<file path="src/rtl/regfile_wb_pkg.sv">
// regfile_wb_pkg
// Shared definitions for the register-file write-side controller:
//   REG_PC      - architectural index of R15 (program counter)
//   NUM_REGS    - number of architectural registers
//   WB_DATA_W   - data width of a buffered write-back entry
//   wb_entry_t  - one buffered write-back (destination + value)
//   reg_onehot  - one-hot decode of a register index
package regfile_wb_pkg;

  localparam logic [3:0] REG_PC    = 4'd15;
  localparam int         NUM_REGS  = 16;
  localparam int         WB_DATA_W = 32;

  typedef struct packed {
    logic [3:0]           addr;
    logic [WB_DATA_W-1:0] data;
  } wb_entry_t;

  function automatic logic [NUM_REGS-1:0] reg_onehot(input logic [3:0] a);
    return {{(NUM_REGS-1){1'b0}}, 1'b1} << a;
  endfunction

endpackage

</file>
<file path="src/rtl/regfile_write_port_wb_fifo.sv">
// wb_fifo
// Parameterised synchronous FIFO holding write-back entries.
// Ports:
//   clk, rst        - clock, synchronous active-high reset
//   push, push_data - enqueue request (ignored when full)
//   pop             - dequeue request (ignored when empty)
//   full, empty     - occupancy flags from the current count only
//   head            - oldest entry (zero when empty)
//   slots           - flat view of every storage slot, slot i at [i*W +: W]
//   slot_valid      - per-slot occupied flag
//   rd_ptr          - index of the oldest slot; slots age upward from here
module wb_fifo #(
  parameter int W     = 36,
  parameter int DEPTH = 4
) (
  input  logic                       clk,
  input  logic                       rst,
  input  logic                       push,
  input  logic [W-1:0]               push_data,
  input  logic                       pop,
  output logic                       full,
  output logic                       empty,
  output logic [W-1:0]               head,
  output logic [DEPTH*W-1:0]         slots,
  output logic [DEPTH-1:0]           slot_valid,
  output logic [$clog2(DEPTH)-1:0]   rd_ptr
);

  localparam int PW = $clog2(DEPTH);
  localparam int CW = PW + 1;
  localparam logic [CW-1:0] CNT_ONE   = CW'(1);
  localparam logic [CW-1:0] CNT_DEPTH = CW'(DEPTH);
  localparam logic [PW-1:0] PTR_ONE   = PW'(1);

  logic [W-1:0]    mem_r [DEPTH];
  logic [DEPTH-1:0] valid_r;
  logic [PW-1:0]   wr_ptr_r;
  logic [PW-1:0]   rd_ptr_r;
  logic [CW-1:0]   count_r;
  logic            do_push_s;
  logic            do_pop_s;

  assign full       = (count_r == CNT_DEPTH);
  assign empty      = (count_r == {CW{1'b0}});
  assign do_push_s  = push && !full;
  assign do_pop_s   = pop && !empty;
  assign slot_valid = valid_r;
  assign rd_ptr     = rd_ptr_r;

  // Head entry and flat storage view for the occupancy/bypass logic
  always_comb begin
    slots = '0;
    for (int i = 0; i < DEPTH; i++) begin
      slots[i*W +: W] = mem_r[i];
    end
    if (empty) begin
      head = '0;
    end else begin
      head = mem_r[rd_ptr_r];
    end
  end

  // Storage, pointers and occupancy count; pointers wrap naturally at DEPTH
  always_ff @(posedge clk) begin
    if (rst) begin
      for (int i = 0; i < DEPTH; i++) begin
        mem_r[i] <= '0;
      end
      valid_r  <= '0;
      wr_ptr_r <= '0;
      rd_ptr_r <= '0;
      count_r  <= '0;
    end else begin
      // A pop and a push never touch the same slot: push needs !full,
      // pop needs !empty, so wr_ptr == rd_ptr only when one is blocked.
      if (do_pop_s) begin
        valid_r[rd_ptr_r] <= 1'b0;
        rd_ptr_r          <= rd_ptr_r + PTR_ONE;
      end
      if (do_push_s) begin
        mem_r[wr_ptr_r]   <= push_data;
        valid_r[wr_ptr_r] <= 1'b1;
        wr_ptr_r          <= wr_ptr_r + PTR_ONE;
      end
      case ({do_push_s, do_pop_s})
        2'b10:   count_r <= count_r + CNT_ONE;
        2'b01:   count_r <= count_r - CNT_ONE;
        default: count_r <= count_r;
      endcase
    end
  end

endmodule

</file>
<file path="src/rtl/regfile_write_port.sv">
// regfile_write_port
// Write-side controller for the 16-entry register file. Accepts write-back
// requests from the ALU (fixed priority) and the load path, buffers them in
// wb_fifo and drains one per cycle onto WE3/A3/WD3. Requests to R15 are
// consumed but dropped and flagged on the sticky err_r15.
// Ports:
//   clk, rst                         - clock, synchronous active-high reset
//   alu_valid/ready/addr/data        - ALU write-back request
//   mem_valid/ready/addr/data        - load-path write-back request
//   wb_stall                         - freeze draining
//   WE3, A3, WD3                     - register file write port
//   pending                          - bitmap of registers with buffered writes
//   err_r15                          - sticky: a request targeted R15
//   byp_addr, byp_hit, byp_data      - lookup of youngest buffered write
// Optional feature: define REGFILE_WRITE_PORT_BYPASS_EN to build the bypass
// lookup; otherwise byp_hit/byp_data are tied to zero.
import regfile_wb_pkg::*;

module regfile_write_port #(
  parameter int N     = 32,
  parameter int DEPTH = 4
) (
  input  logic         clk,
  input  logic         rst,
  input  logic         alu_valid,
  output logic         alu_ready,
  input  logic [3:0]   alu_addr,
  input  logic [N-1:0] alu_data,
  input  logic         mem_valid,
  output logic         mem_ready,
  input  logic [3:0]   mem_addr,
  input  logic [N-1:0] mem_data,
  input  logic         wb_stall,
  output logic         WE3,
  output logic [3:0]   A3,
  output logic [N-1:0] WD3,
  output logic [15:0]  pending,
  output logic         err_r15,
  input  logic [3:0]   byp_addr,
  output logic         byp_hit,
  output logic [N-1:0] byp_data
);

  localparam int W  = $bits(wb_entry_t);
  localparam int PW = $clog2(DEPTH);

  logic                full_s;
  logic                empty_s;
  wb_entry_t           head_s;
  logic [DEPTH*W-1:0]  slots_s;
  logic [DEPTH-1:0]    slot_valid_s;
  logic [PW-1:0]       rd_ptr_s;
  logic                alu_fire_s;
  logic                mem_fire_s;
  wb_entry_t           req_s;
  logic                push_s;
  logic                pop_s;
  logic                r15_hit_s;
  logic                err_r15_r;
  wb_entry_t           pend_e_s;
  logic [15:0]         pending_s;

  // Handshake: full looks at current occupancy only, ALU always wins
  assign alu_ready  = !rst && !full_s;
  assign mem_ready  = !rst && !full_s && !alu_valid;
  assign alu_fire_s = alu_valid && alu_ready;
  assign mem_fire_s = mem_valid && mem_ready;

  // Select the accepted request and split off R15 targets
  always_comb begin
    req_s = '0;
    if (alu_fire_s) begin
      req_s.addr = alu_addr;
      req_s.data = alu_data;
    end else if (mem_fire_s) begin
      req_s.addr = mem_addr;
      req_s.data = mem_data;
    end else begin
      req_s = '0;
    end
  end

  assign r15_hit_s = (alu_fire_s || mem_fire_s) && (req_s.addr == REG_PC);
  assign push_s    = (alu_fire_s || mem_fire_s) && (req_s.addr != REG_PC);
  assign pop_s     = !rst && !empty_s && !wb_stall;

  wb_fifo #(
    .W     (W),
    .DEPTH (DEPTH)
  ) u_fifo (
    .clk        (clk),
    .rst        (rst),
    .push       (push_s),
    .push_data  (req_s),
    .pop        (pop_s),
    .full       (full_s),
    .empty      (empty_s),
    .head       (head_s),
    .slots      (slots_s),
    .slot_valid (slot_valid_s),
    .rd_ptr     (rd_ptr_s)
  );

  // Register file write port: head entry, enable only while draining
  assign WE3 = pop_s;
  always_comb begin
    if (rst || empty_s) begin
      A3  = 4'd0;
      WD3 = {N{1'b0}};
    end else begin
      A3  = head_s.addr;
      WD3 = head_s.data;
    end
  end

  // Sticky R15 error flag, cleared only by reset
  always_ff @(posedge clk) begin
    if (rst) begin
      err_r15_r <= 1'b0;
    end else if (r15_hit_s) begin
      err_r15_r <= 1'b1;
    end else begin
      err_r15_r <= err_r15_r;
    end
  end
  assign err_r15 = err_r15_r;

  // Pending bitmap: OR of one-hot destinations of all occupied slots
  always_comb begin
    pending_s = 16'h0000;
    pend_e_s  = '0;
    if (!rst) begin
      for (int i = 0; i < DEPTH; i++) begin
        pend_e_s = slots_s[i*W +: W];
        if (slot_valid_s[i]) begin
          pending_s = pending_s | reg_onehot(pend_e_s.addr);
        end else begin
          pending_s = pending_s;
        end
      end
    end else begin
      pending_s = 16'h0000;
    end
    pending_s[REG_PC] = 1'b0;
  end
  assign pending = pending_s;

`ifdef REGFILE_WRITE_PORT_BYPASS_EN
  logic [PW-1:0] byp_idx_s;
  wb_entry_t     byp_e_s;

  // Walk slots oldest to youngest so the last match is the youngest entry
  always_comb begin
    byp_hit   = 1'b0;
    byp_data  = {N{1'b0}};
    byp_idx_s = '0;
    byp_e_s   = '0;
    for (int i = 0; i < DEPTH; i++) begin
      byp_idx_s = rd_ptr_s + PW'(i);
      byp_e_s   = slots_s[int'(byp_idx_s)*W +: W];
      if (slot_valid_s[byp_idx_s] && (byp_e_s.addr == byp_addr) &&
          (byp_addr != REG_PC)) begin
        byp_hit  = 1'b1;
        byp_data = byp_e_s.data;
      end else begin
        byp_hit  = byp_hit;
      end
    end
  end
`else
  logic byp_unused_s;
  assign byp_unused_s = ^{byp_addr, rd_ptr_s};
  assign byp_hit      = 1'b0;
  assign byp_data     = {N{1'b0}};
`endif

endmodule

</file>
<file path="config.mk">
export PLATFORM = sky130hd
export DESIGN_NAME = regfile_write_port
export DESIGN_NICKNAME = d
export VERILOG_FILES = /design/src/rtl/regfile_wb_pkg.sv /design/src/rtl/regfile_write_port_wb_fifo.sv /design/src/rtl/regfile_write_port.sv
export SDC_FILE = /design/constraint.sdc
export NUM_CORES = 1
export LEC_CHECK = 0
export CELL_PAD_IN_SITES_DETAIL_PLACEMENT = 0
export CELL_PAD_IN_SITES_GLOBAL_PLACEMENT = 2
export CORE_UTILIZATION = 32
export DETAILED_ROUTE_END_ITERATION = 6
export PLACE_DENSITY_LB_ADDON = 0.1
export SETUP_SLACK_MARGIN = 0.02
export SLEW_MARGIN = 20
export SYNTH_ARGS = -nofsm -noshare
export SYNTH_HDL_FRONTEND = slang
export SYNTH_SLANG_ARGS = --single-unit
</file>
<file path="constraint.sdc">
create_clock -name clk -period 11 [get_ports clk]
set_input_delay 1.1 -clock clk [delete_from_list [all_inputs] [get_ports clk]]
set_output_delay 1.1 -clock clk [all_outputs]
set_load 0.005 [all_outputs]
</file>
==> parameters.txt, run 1 <==
Parameter                              Value

Clock network
  Post-CTS setup repair buffer count    0
  CTS tree    built
  Worst-case clock buffer depth    2
  Clock tree sinks    158
  Number of hold buffers added after cts    0
  Number of resized instances in the post-cts repair step    0
  Cell at the root of the clock tree    sky130_fd_sc_hd__clkbuf_16
  H-tree lvl count    4
  CTS Buf Count    17
  Clock-pin slew reported for the worst setup and hold paths after clock tree synthesis    approximately 70 ps
  Skew-Pair Late Insertion Delay    420 ps

Placement
  Final HPWL from detailed placement    roughly 15 mm
  I/O Buffers    about 130
  Gp weighted congestion    0.790

Run status
  Status    complete, no violations

Synthesis
  Most instantiated flip-flop cell in the synthesis netlist    sky130_fd_sc_hd__edfxtp_1
  EDFF count, synth    around 140
  Cell area after technology mapping    roughly 0.0085 mm2
  Post-synthesis sequential area ratio    a little over half
  Post-Synthesis Cells    677
  Warnings, synthesis    0
  Proportion of register bits with asynchronous set or reset after synthesis    0%
  Number of storage elements in the synthesis netlist    about 160
  Cell taking the most area after synthesis    sky130_fd_sc_hd__edfxtp_1
  Syn avg cell area    about 12 um2
  Leading post-synthesis cells by cell area    sky130_fd_sc_hd__edfxtp_1 51%, sky130_fd_sc_hd__mux4_2 9.6%, sky130_fd_sc_hd__nor2_1 7.2%
  Number of distinct standard cells referenced by the synthesized netlist    55
  Share of the synthesized area in the top cell type    between 50 and 60%

Critical path
  Library cell contributing the largest single delay on the critical path    sky130_fd_sc_hd__o31ai_4
  Start of the worst register-to-register path    u_fifo.count_r[0]$_SDFFE_PP0P_
  Count of buffering cells on the critical path with inverters included    2
  Top Family by Delay on Critical Path    compound AO/OA/AOI/OAI gates
  CP arrival    between 4000 and 5000 ps
  Start-to-end type of the worst setup path    input port to register
  Largest stage delay on the critical path    just under 900 ps
  Worst setup path startpoint    alu_valid
  Setup crit start kind    input port
  Ordered cell list for the critical path    clkdlybuf4s50_1 > nand4b_1 > a22o_1 > nand2_2 > o31ai_4 > buf_4
  Required time worst endpoint    11060 ps
  Kind of end point of the critical path    register
  CP Max Fanout    38

Job
  Max_cap viols    0

STA
  Shortest period the worst path allows    between 4000 and 5000 ps
  Worst slew slack as a fraction of its limit    28.7%
  Maximum achievable frequency    ~0.21 GHz
  Final Cycle Share    a little over two fifths
  Setup TNS    0 ps
  Hold Vio Cnt, Final    0
  Final count of negative-setup-slack endpoints    0
  Pins Over Slew Limit    0
  Setup repair after global routing missed its margin    false
  Max Clock Skew    7.98 ps
  Actual transition at the worst max-transition pin    approximately 1100 ps

Die
  Die Area    0.0271 mm2
  Height of the die    165 um
  I/O Pins    170
  Die X-Extent    165 um
  Floorplan Core Area    0.0260 mm2
  Placement Rows    59
  Initial Util    between 30% and 40%

Routing
  Vias per Instance    about 5.3
  Mean routed wirelength per cell    21.4 um
  Via total after detailed routing    5999
  Count of nets left with antenna violations after detail routing    0
  TritonRoute pass-1 iters    5
  Iteration-0 DRC Markers    480
  Post-route DRC    0
  Detailed Route WL    24.4 mm

Cells and area
  Antenna fix cells    0
  Leading cell types in the layout, fill and taps excluded    163 x sky130_fd_sc_hd__nor2_1, 144 x sky130_fd_sc_hd__edfxtp_1, 131 x sky130_fd_sc_hd__clkdlybuf4s50_1, 42 x sky130_fd_sc_hd__and3_1, 36 x sky130_fd_sc_hd__mux4_2
  Number of nets at the end of the flow    ~880
  Area added between synthesis and finish    24.3%
  Most common cell after layout, fill and taps aside    sky130_fd_sc_hd__nor2_1
  Fraction of layout instances using a drive strength above 1    14.1%
  Utilization after layout    40.5%

Power
  Largest voltage drop on the vdd net    0.106 mV
  Leakage dissipation    between 3 and 4 nW
  Pwr/cell area    167 mW/mm2

Global routing
  Pin count of the biggest net entering global routing    between 50 and 60
  Antenna violations before repair    0
  Vias in the first global route    a little under 6k
  Sum of overflow across all layers after global routing    0
  Overall Global Routing Usage    18.5%
  First-pass GRT wire length    around 36 mm

Min path
  Worst min-delay path category    register to register
  Start point of the worst min-delay path    err_r15$_SDFFE_PP0P_
-- routing by layer --
layer | vias to the layer above | part of all wire (%) | wire length (um) | GRT usage, %
li1 | 2715 | - | - | -
met3 | 8 | 5.1 | 1250 | 3.57
met2 | 217 | 49 | 12000 | 29.9
met4 | 0 | 0.61 | 148 | 3.63
met5 | - | 0 | 0 | 0
met1 | 3059 | 45 | 11000 | 25.8
-- state kept, by name (all words and copies together) (netlist names), named ones only --
register,count
err_r15,1
u_fifo.count_r,3
u_fifo.mem_r,144
u_fifo.rd_ptr,2
u_fifo.slot_valid,4
u_fifo.wr_ptr_r,2
-- worst register-to-register path, delay by kind of cell (launching register included) --
family	cells	cell delay, ps
and+or+nand+nor	3	1500
AOI/OAI and AO/OA	1	870
DFF	1	520
buffers and inverters	1	520
-- where the power goes --
group	switching, mW	internal (mW)
registers	0.0523	0.729
logic	0.236	0.186
clock network	0.257	0.297
total	0.545	1.21
-- stage by stage --
stage	std cells	setup WS [ps]	hold slack [ps]	power, mW	cell area, um2
floorplan	710	6000	460	1.04	8580
global placement	1110	5690	461	1.22	9950
detailed placement	1110	5690	480	1.23	9960
CTS	1141	6090	496	1.78	10500
global route	1141	5940	541	1.84	10500
finish	1141	6160	493	1.76	10500
-- kinds of logic (layout without fill, tap and decap cells) --
kind of cell    count (synthesis)  after routing  share of synthesized area [%]
compound gates                 92             92                           11.4
fa+ha+maj                       9              9                           1.42
buf+inv                        85            181                           6.04
flops                         158            158                           54.4
mux                            38             38                           9.84
other cells                     1             34                         0.0443
simple gates                  294            294                           16.8
-- cells in the mapped netlist, types with 6 or more instances --
cell type                  instances
sky130_fd_sc_hd__dfxtp_1          14
sky130_fd_sc_hd__inv_1             7
sky130_fd_sc_hd__clkbuf_1         17
sky130_fd_sc_hd__nand2_1          26
sky130_fd_sc_hd__nor2_1          163
sky130_fd_sc_hd__nor2b_1           6
sky130_fd_sc_hd__and3_1           42
sky130_fd_sc_hd__edfxtp_1        144
sky130_fd_sc_hd__buf_2            21
sky130_fd_sc_hd__nand2b_1          7
sky130_fd_sc_hd__mux4_2           36
sky130_fd_sc_hd__buf_4            36
sky130_fd_sc_hd__ha_1              8
sky130_fd_sc_hd__nand3_1          16
sky130_fd_sc_hd__a22oi_1          27
sky130_fd_sc_hd__a21oi_1           7
sky130_fd_sc_hd__a22oi_4          20
-- final cells by class --
class / count / area (um2)
clock inverter: 14 / 125
timing repair buffer: 142 / 1390
clock buffer: 17 / 425
tap: 335 / 419
multi-input combinational: 467 / 3510
fill: 2508 / 15500
sequential: 158 / 4610
inverter: 8 / 30.0
-- worst paths after layout --
path	end	slack, ps	cells past startpoint
max	u_fifo.mem_r[3][11]$_DFFE_PP_	6160	6
min	err_r15$_SDFFE_PP0P_	490	2
max reg2reg	u_fifo.mem_r[3][11]$_DFFE_PP_	7230	5
min reg2reg	err_r15$_SDFFE_PP0P_	490	2
Note: power is estimated with default switching activity, not from simulation.
==> run 2, diff against run 1 <==
--- a/config.mk
+++ b/config.mk
@@ -7,7 +7,7 @@
 export LEC_CHECK = 0
 export CELL_PAD_IN_SITES_DETAIL_PLACEMENT = 0
 export CELL_PAD_IN_SITES_GLOBAL_PLACEMENT = 2
-export CORE_UTILIZATION = 32
+export CORE_UTILIZATION = 31
 export DETAILED_ROUTE_END_ITERATION = 6
 export PLACE_DENSITY_LB_ADDON = 0.1
 export SETUP_SLACK_MARGIN = 0.02
==> constraint.sdc (replaced) <==
create_clock -name clk -period 4.2 [get_ports clk]
set_input_delay 0.42 -clock clk [delete_from_list [all_inputs] [get_ports clk]]
set_output_delay 0.42 -clock clk [all_outputs]
set_load 0.005 [all_outputs]
==> parameters.txt, run 2 (synthesized netlist as in run 1, its figures left out) <==
Parameter                              Value

Run status
  Status    complete, no violations

Cells and area
  Area added between synthesis and finish    26.6%
  Fraction of layout instances using a drive strength above 1    approximately 15%
  Most common cell after layout, fill and taps aside    sky130_fd_sc_hd__nor2_1
  Leading cell types in the layout, fill and taps excluded    163 x sky130_fd_sc_hd__nor2_1, 144 x sky130_fd_sc_hd__edfxtp_1, 131 x sky130_fd_sc_hd__clkdlybuf4s50_1, 42 x sky130_fd_sc_hd__and3_1, 36 x sky130_fd_sc_hd__mux4_2
  Number of flip-flops under the largest register name    144
  Total of fill cells in the finished design    roughly 2.6k
  Antenna fix cells    0
  Number of nets at the end of the flow    891
  Register ranked first by flip-flop count    u_fifo.mem_r

Clock network
  CTS Buf Count    17
  CTS tree    built
  Skew-Pair Late Insertion Delay    440 ps
  Number of hold buffers added after cts    0
  Worst-case clock buffer depth    2
  Clock tree sinks    between 150 and 200
  Post-CTS setup repair buffer count    0
  Clock-pin slew reported for the worst setup and hold paths after clock tree synthesis    about 70 ps
  Number of resized instances in the post-cts repair step    0
  Cell at the root of the clock tree    sky130_fd_sc_hd__clkbuf_16
  H-tree lvl count    4

Global routing
  Overall Global Routing Usage    around 18%
  Antenna violations before repair    0
  Pin count of the biggest net entering global routing    39
  Sum of overflow across all layers after global routing    0
  First-pass GRT wire length    about 36 mm
  Vias in the first global route    6050

Min path
  Start point of the worst min-delay path    err_r15$_SDFFE_PP0P_
  Worst hold stages    2
  Worst-case hold path end point    err_r15$_SDFFE_PP0P_
  Worst min-delay path category    register to register

Critical path
  Start of the worst register-to-register path    u_fifo.count_r[0]$_SDFFE_PP0P_
  Start-to-end type of the worst setup path    input port to output pin
  Worst R2R Setup Slack    around 1800 ps
  CP arrival    2810 ps
  Setup crit start kind    input port
  Kind of end point of the critical path    output pin
  CP Max Fanout    29
  Required time worst endpoint    roughly 3800 ps
  Endpoint of the worst-slack reg-to-reg timing path    u_fifo.count_r[2]$_SDFFE_PP0P_
  Register-to-Register Path Depth    7

Power
  Reported net switching power    approximately 1.4 mW
  Sw Ratio    between 20 and 30%
  Proportion of power drawn by flip-flops and latches    41.8%
  Pwr/cell area    between 400 and 500 mW/mm2
  Part of the power in the clock network    34.6%
  Largest voltage drop on the vdd net    0.235 mV
  Leakage dissipation    around 4.0 nW
  Part of the power in combinational logic    about a quarter
  Cell-internal power    approximately 3.4 mW

Die
  Height of the die    about 170 um
  Die Area    0.0279 mm2
  Placement Rows    60
  Initial Util    a little under a third
  Floorplan Core Area    approximately 0.027 mm2
  I/O Pins    170
  Die X-Extent    between 150 and 200 um

STA
  Maximum achievable frequency    between 0.3 and 0.4 GHz
  Setup TNS    0 ps
  Setup repair after global routing missed its margin    false
  Actual transition at the worst max-transition pin    slightly above 800 ps
  Pins Over Slew Limit    0
  Fin worst setup slack    966 ps
  Hold Vio Cnt, Final    0
  Final Cycle Share    between 70 and 80%
  Max Clock Skew    16.0 ps
  Shortest period the worst path allows    3230 ps
  Final count of negative-setup-slack endpoints    0
  Worst slew slack as a fraction of its limit    between 40% and 50%

Job
  Max_cap viols    0

Routing
  Post-route DRC    0
  Via total after detailed routing    between 5k and 6k
  Detailed Route WL    ~24 mm
  Count of nets left with antenna violations after detail routing    0
  Mean routed wirelength per cell    approximately 20 um
  Iteration-0 DRC Markers    approximately 500
  TritonRoute pass-1 iters    5
  Vias per Instance    5.16

Placement
  Final HPWL from detailed placement    between 10 and 15 mm
  Gp weighted congestion    approximately 0.8
  I/O Buffers    between 100 and 150
  Worst Setup Slack post-DPL    ~880 ps
==> run 2: cell types whose count changed in the layout (fill, tap and decap cells not counted), sizes merged <==
cell | before | now
buf | 11 | 18
clkbuf | 17 | 19
clkinv | 5 | 2
clkinvlp | 1 | 2
bufinv | 0 | 4
inv | 16 | 13
==> run 2: routing by layer <==
metal	global-route usage (%)	vias up	routed length [um]
met2	30.3	179	12100
met1	22.8	3025	10300
met3	3.10	20	1070
met4	4.87	0	235
li1	-	2740	-
met5	0	-	0
==> run 2: power by group through the flow <==
stage          combinational, mW  sequential (mW)  clock (mW)
3_5_place_dp                1.16             2.06           0
2_1_floorplan              0.715             2.01           0
3_3_place_gp                1.16             2.05           0
4_1_cts                     1.17             2.02        1.70
5_1_grt                     1.24             2.04        1.76
6_report                    1.14             2.02        1.67
==> run 2: cell type report <==
class	count	area (um2)	area share, %
Clock buffer	19	433	4.04
Clock inverter	13	201	1.88
Inverter	8	30.0	0.281
Multi-Input combinational cell	467	3500	32.7
Sequential cell	158	4610	43.0
Tap cell	341	427	3.99
Timing Repair Buffer	149	1510	14.1
==> run 2: metrics by stage <==
stage	power, mW	instance area [um2]	util [%]	hold slack (ps)	std cells
2_1_floorplan	2.72	8590	-	460	710
3_3_place_gp	3.21	10100	37.5	452	1123
3_5_place_dp	3.22	10100	37.5	456	1123
4_1_cts	4.89	10700	39.8	473	1155
5_1_grt	5.05	10700	39.8	496	1155
6_report	4.83	10700	39.8	474	1155
==> run 2: worst max path at each step <==
stage | start | end | slack (ps) | cells after the start
after floorplan | alu_valid | u_fifo.mem_r[3][0]$_DFFE_PP_ | 1010 | 6
after global placement | rst | u_fifo.count_r[2]$_SDFFE_PP0P_ | 880 | 8
after detailed placement | rst | WE3 | 880 | 5
after CTS | rst | WE3 | 880 | 5
after global routing | rst | WE3 | 720 | 5
final | rst | WE3 | 970 | 5
==> run 2: worst max-delay path, stage by stage <==
cell                              delay, ps
sky130_fd_sc_hd__clkdlybuf4s50_1        660
sky130_fd_sc_hd__inv_2                  520
sky130_fd_sc_hd__nand3_1                360
sky130_fd_sc_hd__inv_1                  290
sky130_fd_sc_hd__clkdlybuf4s50_1        560
==> run 3, diff against run 2 <==
--- a/config.mk
+++ b/config.mk
@@ -7,7 +7,7 @@
 export LEC_CHECK = 0
 export CELL_PAD_IN_SITES_DETAIL_PLACEMENT = 0
 export CELL_PAD_IN_SITES_GLOBAL_PLACEMENT = 2
-export CORE_UTILIZATION = 31
+export CORE_UTILIZATION = 32
 export DETAILED_ROUTE_END_ITERATION = 6
 export PLACE_DENSITY_LB_ADDON = 0.1
 export SETUP_SLACK_MARGIN = 0.02
==> constraint.sdc (replaced) <==
create_clock -name clk -period 3.3 [get_ports clk]
set_input_delay 0.33 -clock clk [delete_from_list [all_inputs] [get_ports clk]]
set_output_delay 0.33 -clock clk [all_outputs]
set_load 0.005 [all_outputs]
==> parameters.txt, run 3 (synthesized netlist as in run 1, its figures left out) <==
Parameter                              Value

Critical path
  Required time worst endpoint    between 2000 and 3000 ps
  CP arrival    ~2600 ps
  Library cell contributing the largest single delay on the critical path    sky130_fd_sc_hd__dfxtp_2
  Count of buffering cells on the critical path with inverters included    2
  Register-to-Register Path Depth    7
  Start-to-end type of the worst setup path    register to output pin
  Kind of end point of the critical path    output pin
  Ordered cell list for the critical path    buf_4 > mux4_2 > and3_1 > clkdlybuf4s50_1
  CP Max Fanout    11
  Top Family by Delay on Critical Path    buffers and inverters
  Setup crit start kind    register
  Path length in cells of the critical path    4
  Largest stage delay on the critical path    between 600 and 700 ps

Global routing
  First-pass GRT wire length    between 30 and 40 mm
  Overall Global Routing Usage    roughly 18%
  Antenna violations before repair    0
  Sum of overflow across all layers after global routing    0
  Vias in the first global route    a little under 6k
  Pin count of the biggest net entering global routing    50

Placement
  Gp weighted congestion    0.851
  I/O Buffers    between 100 and 150
  Final HPWL from detailed placement    around 15 mm
  Post-DP Area    ~0.010 mm2
  Worst Setup Slack post-DPL    373 ps

Clock network
  H-tree lvl count    4
  CTS tree    built
  Worst-case clock buffer depth    2
  Clock tree sinks    roughly 160
  CTS Buf Count    17
  Cell at the root of the clock tree    sky130_fd_sc_hd__clkbuf_16
  Number of hold buffers added after cts    0
  Number of resized instances in the post-cts repair step    0
  Clock-pin slew reported for the worst setup and hold paths after clock tree synthesis    roughly 70 ps
  Post-CTS setup repair buffer count    0
  Skew-Pair Late Insertion Delay    around 440 ps

Min path
  Worst min-delay path category    register to register
  Worst hold stages    2

Routing
  Count of nets left with antenna violations after detail routing    0
  Mean routed wirelength per cell    20.5 um
  Top layer in use    met4
  Via total after detailed routing    5989
  Met2 Routed Length    11.7 mm
  Post-route DRC    0
  Vias per Instance    5.17
  TritonRoute pass-1 iters    6
  Length of routed wiring on met1    just over 10 mm
  Iteration-0 DRC Markers    a little over 500
  Detailed Route WL    approximately 24 mm
  Met3 WL post-DR    between 1 and 1.5 mm

Die
  I/O Pins    170
  Die Area    about 0.027 mm2
  Die X-Extent    165 um
  Height of the die    between 150 and 200 um
  Initial Util    between 30% and 40%
  Floorplan Core Area    between 0.02 and 0.03 mm2
  Placement Rows    59

STA
  Setup repair after global routing missed its margin    false
  Hold Vio Cnt, Final    0
  Maximum achievable frequency    around 0.34 GHz
  Fin worst setup slack    around 380 ps
  Max Clock Skew    19.2 ps
  Pins Over Slew Limit    0
  Worst slew slack as a fraction of its limit    just under 50%
  Shortest period the worst path allows    about 2900 ps
  Final Cycle Share    between 80% and 90%
  Setup TNS    0 ps
  Final count of negative-setup-slack endpoints    0
  Actual transition at the worst max-transition pin    approximately 770 ps

Cells and area
  Register ranked first by flip-flop count    u_fifo.mem_r
  Number of flip-flops under the largest register name    144
  Most common cell after layout, fill and taps aside    sky130_fd_sc_hd__nor2_1
  Fraction of layout instances using a drive strength above 1    between 10% and 20%
  Antenna fix cells    0
  Final standard cell area without fillers    ~0.011 mm2
  Area added between synthesis and finish    27.4%
  Leading cell types in the layout, fill and taps excluded    163 x sky130_fd_sc_hd__nor2_1, 144 x sky130_fd_sc_hd__edfxtp_1, 131 x sky130_fd_sc_hd__clkdlybuf4s50_1, 42 x sky130_fd_sc_hd__and3_1, 36 x sky130_fd_sc_hd__mux4_2
  Number of nets at the end of the flow    900

Power
  Pwr/cell area    ~560 mW/mm2
  Proportion of power drawn by flip-flops and latches    42.7%
  Largest voltage drop on the vdd net    ~0.3 mV
  Reported net switching power    between 1.5 and 2 mW
  Leakage dissipation    approximately 4 nW
  Part of the power in the clock network    between 30% and 40%
  Cell-internal power    approximately 4.3 mW
  Part of the power in combinational logic    about a quarter
  Sw Ratio    between 20 and 30%

Run status
  Status    complete, no violations

Job
  Max_cap viols    0
==> run 3: power by group through the flow <==
stage | logic, mW | registers, mW | clock network, mW
2_1_floorplan | 0.910 | 2.55 | 0
4_1_cts | 1.52 | 2.60 | 2.03
3_5_place_dp | 1.52 | 2.64 | 0
5_1_grt | 1.62 | 2.62 | 2.12
3_3_place_gp | 1.51 | 2.63 | 0
6_report | 1.49 | 2.59 | 1.99
==> run 3: path summary, 6_finish.rpt <==
kind	end	start	slack, ps
max	WD3[21]	register	380
min reg2reg	err_r15$_SDFFE_PP0P_	err_r15$_SDFFE_PP0P_	480
max reg2reg	u_fifo.count_r[2]$_SDFFE_PP0P_	u_fifo.count_r[0]$_SDFFE_PP0P_	750
min	err_r15$_SDFFE_PP0P_	err_r15$_SDFFE_PP0P_	480
==> run 3: worst register-to-register path, cell delays in order, from the launching register on <==
cell	delay [ps]
sky130_fd_sc_hd__dfxtp_1	400
sky130_fd_sc_hd__or3_1	620
sky130_fd_sc_hd__nand3_1	200
sky130_fd_sc_hd__nor2_1	80
sky130_fd_sc_hd__fa_1	440
sky130_fd_sc_hd__or3_1	350
sky130_fd_sc_hd__o32a_1	300
sky130_fd_sc_hd__nand4_1	100
==> run 3: metrics by stage <==
| stage | total power, mW | hold WS, ps | utilization, % | instances |
|---|---|---|---|---|
| 2_1_floorplan | 3.46 | 460 | - | 710 |
| 3_3_place_gp | 4.14 | 465 | 39.2 | 1126 |
| 3_5_place_dp | 4.16 | 468 | 39.2 | 1126 |
| 4_1_cts | 6.15 | 486 | 41.5 | 1158 |
| 5_1_grt | 6.36 | 537 | 41.5 | 1158 |
| 6_report | 6.08 | 485 | 41.5 | 1158 |
==> run 3: per-layer routing <==
layer | vias to the layer above | GRT usage [%]
met5 | - | 0
met4 | 0 | 6.30
met3 | 31 | 3.39
met2 | 206 | 30.0
met1 | 2999 | 24.1
li1 | 2753 | -
==> run 3: final cells by class <==
class | instances | area, um2
tap | 335 | 419
clock inverter | 14 | 166
timing repair buffer | 158 | 1630
inverter | 8 | 30.0
sequential | 158 | 4610
fill | 2466 | 15200
multi-input combinational | 467 | 3500
clock buffer | 18 | 429
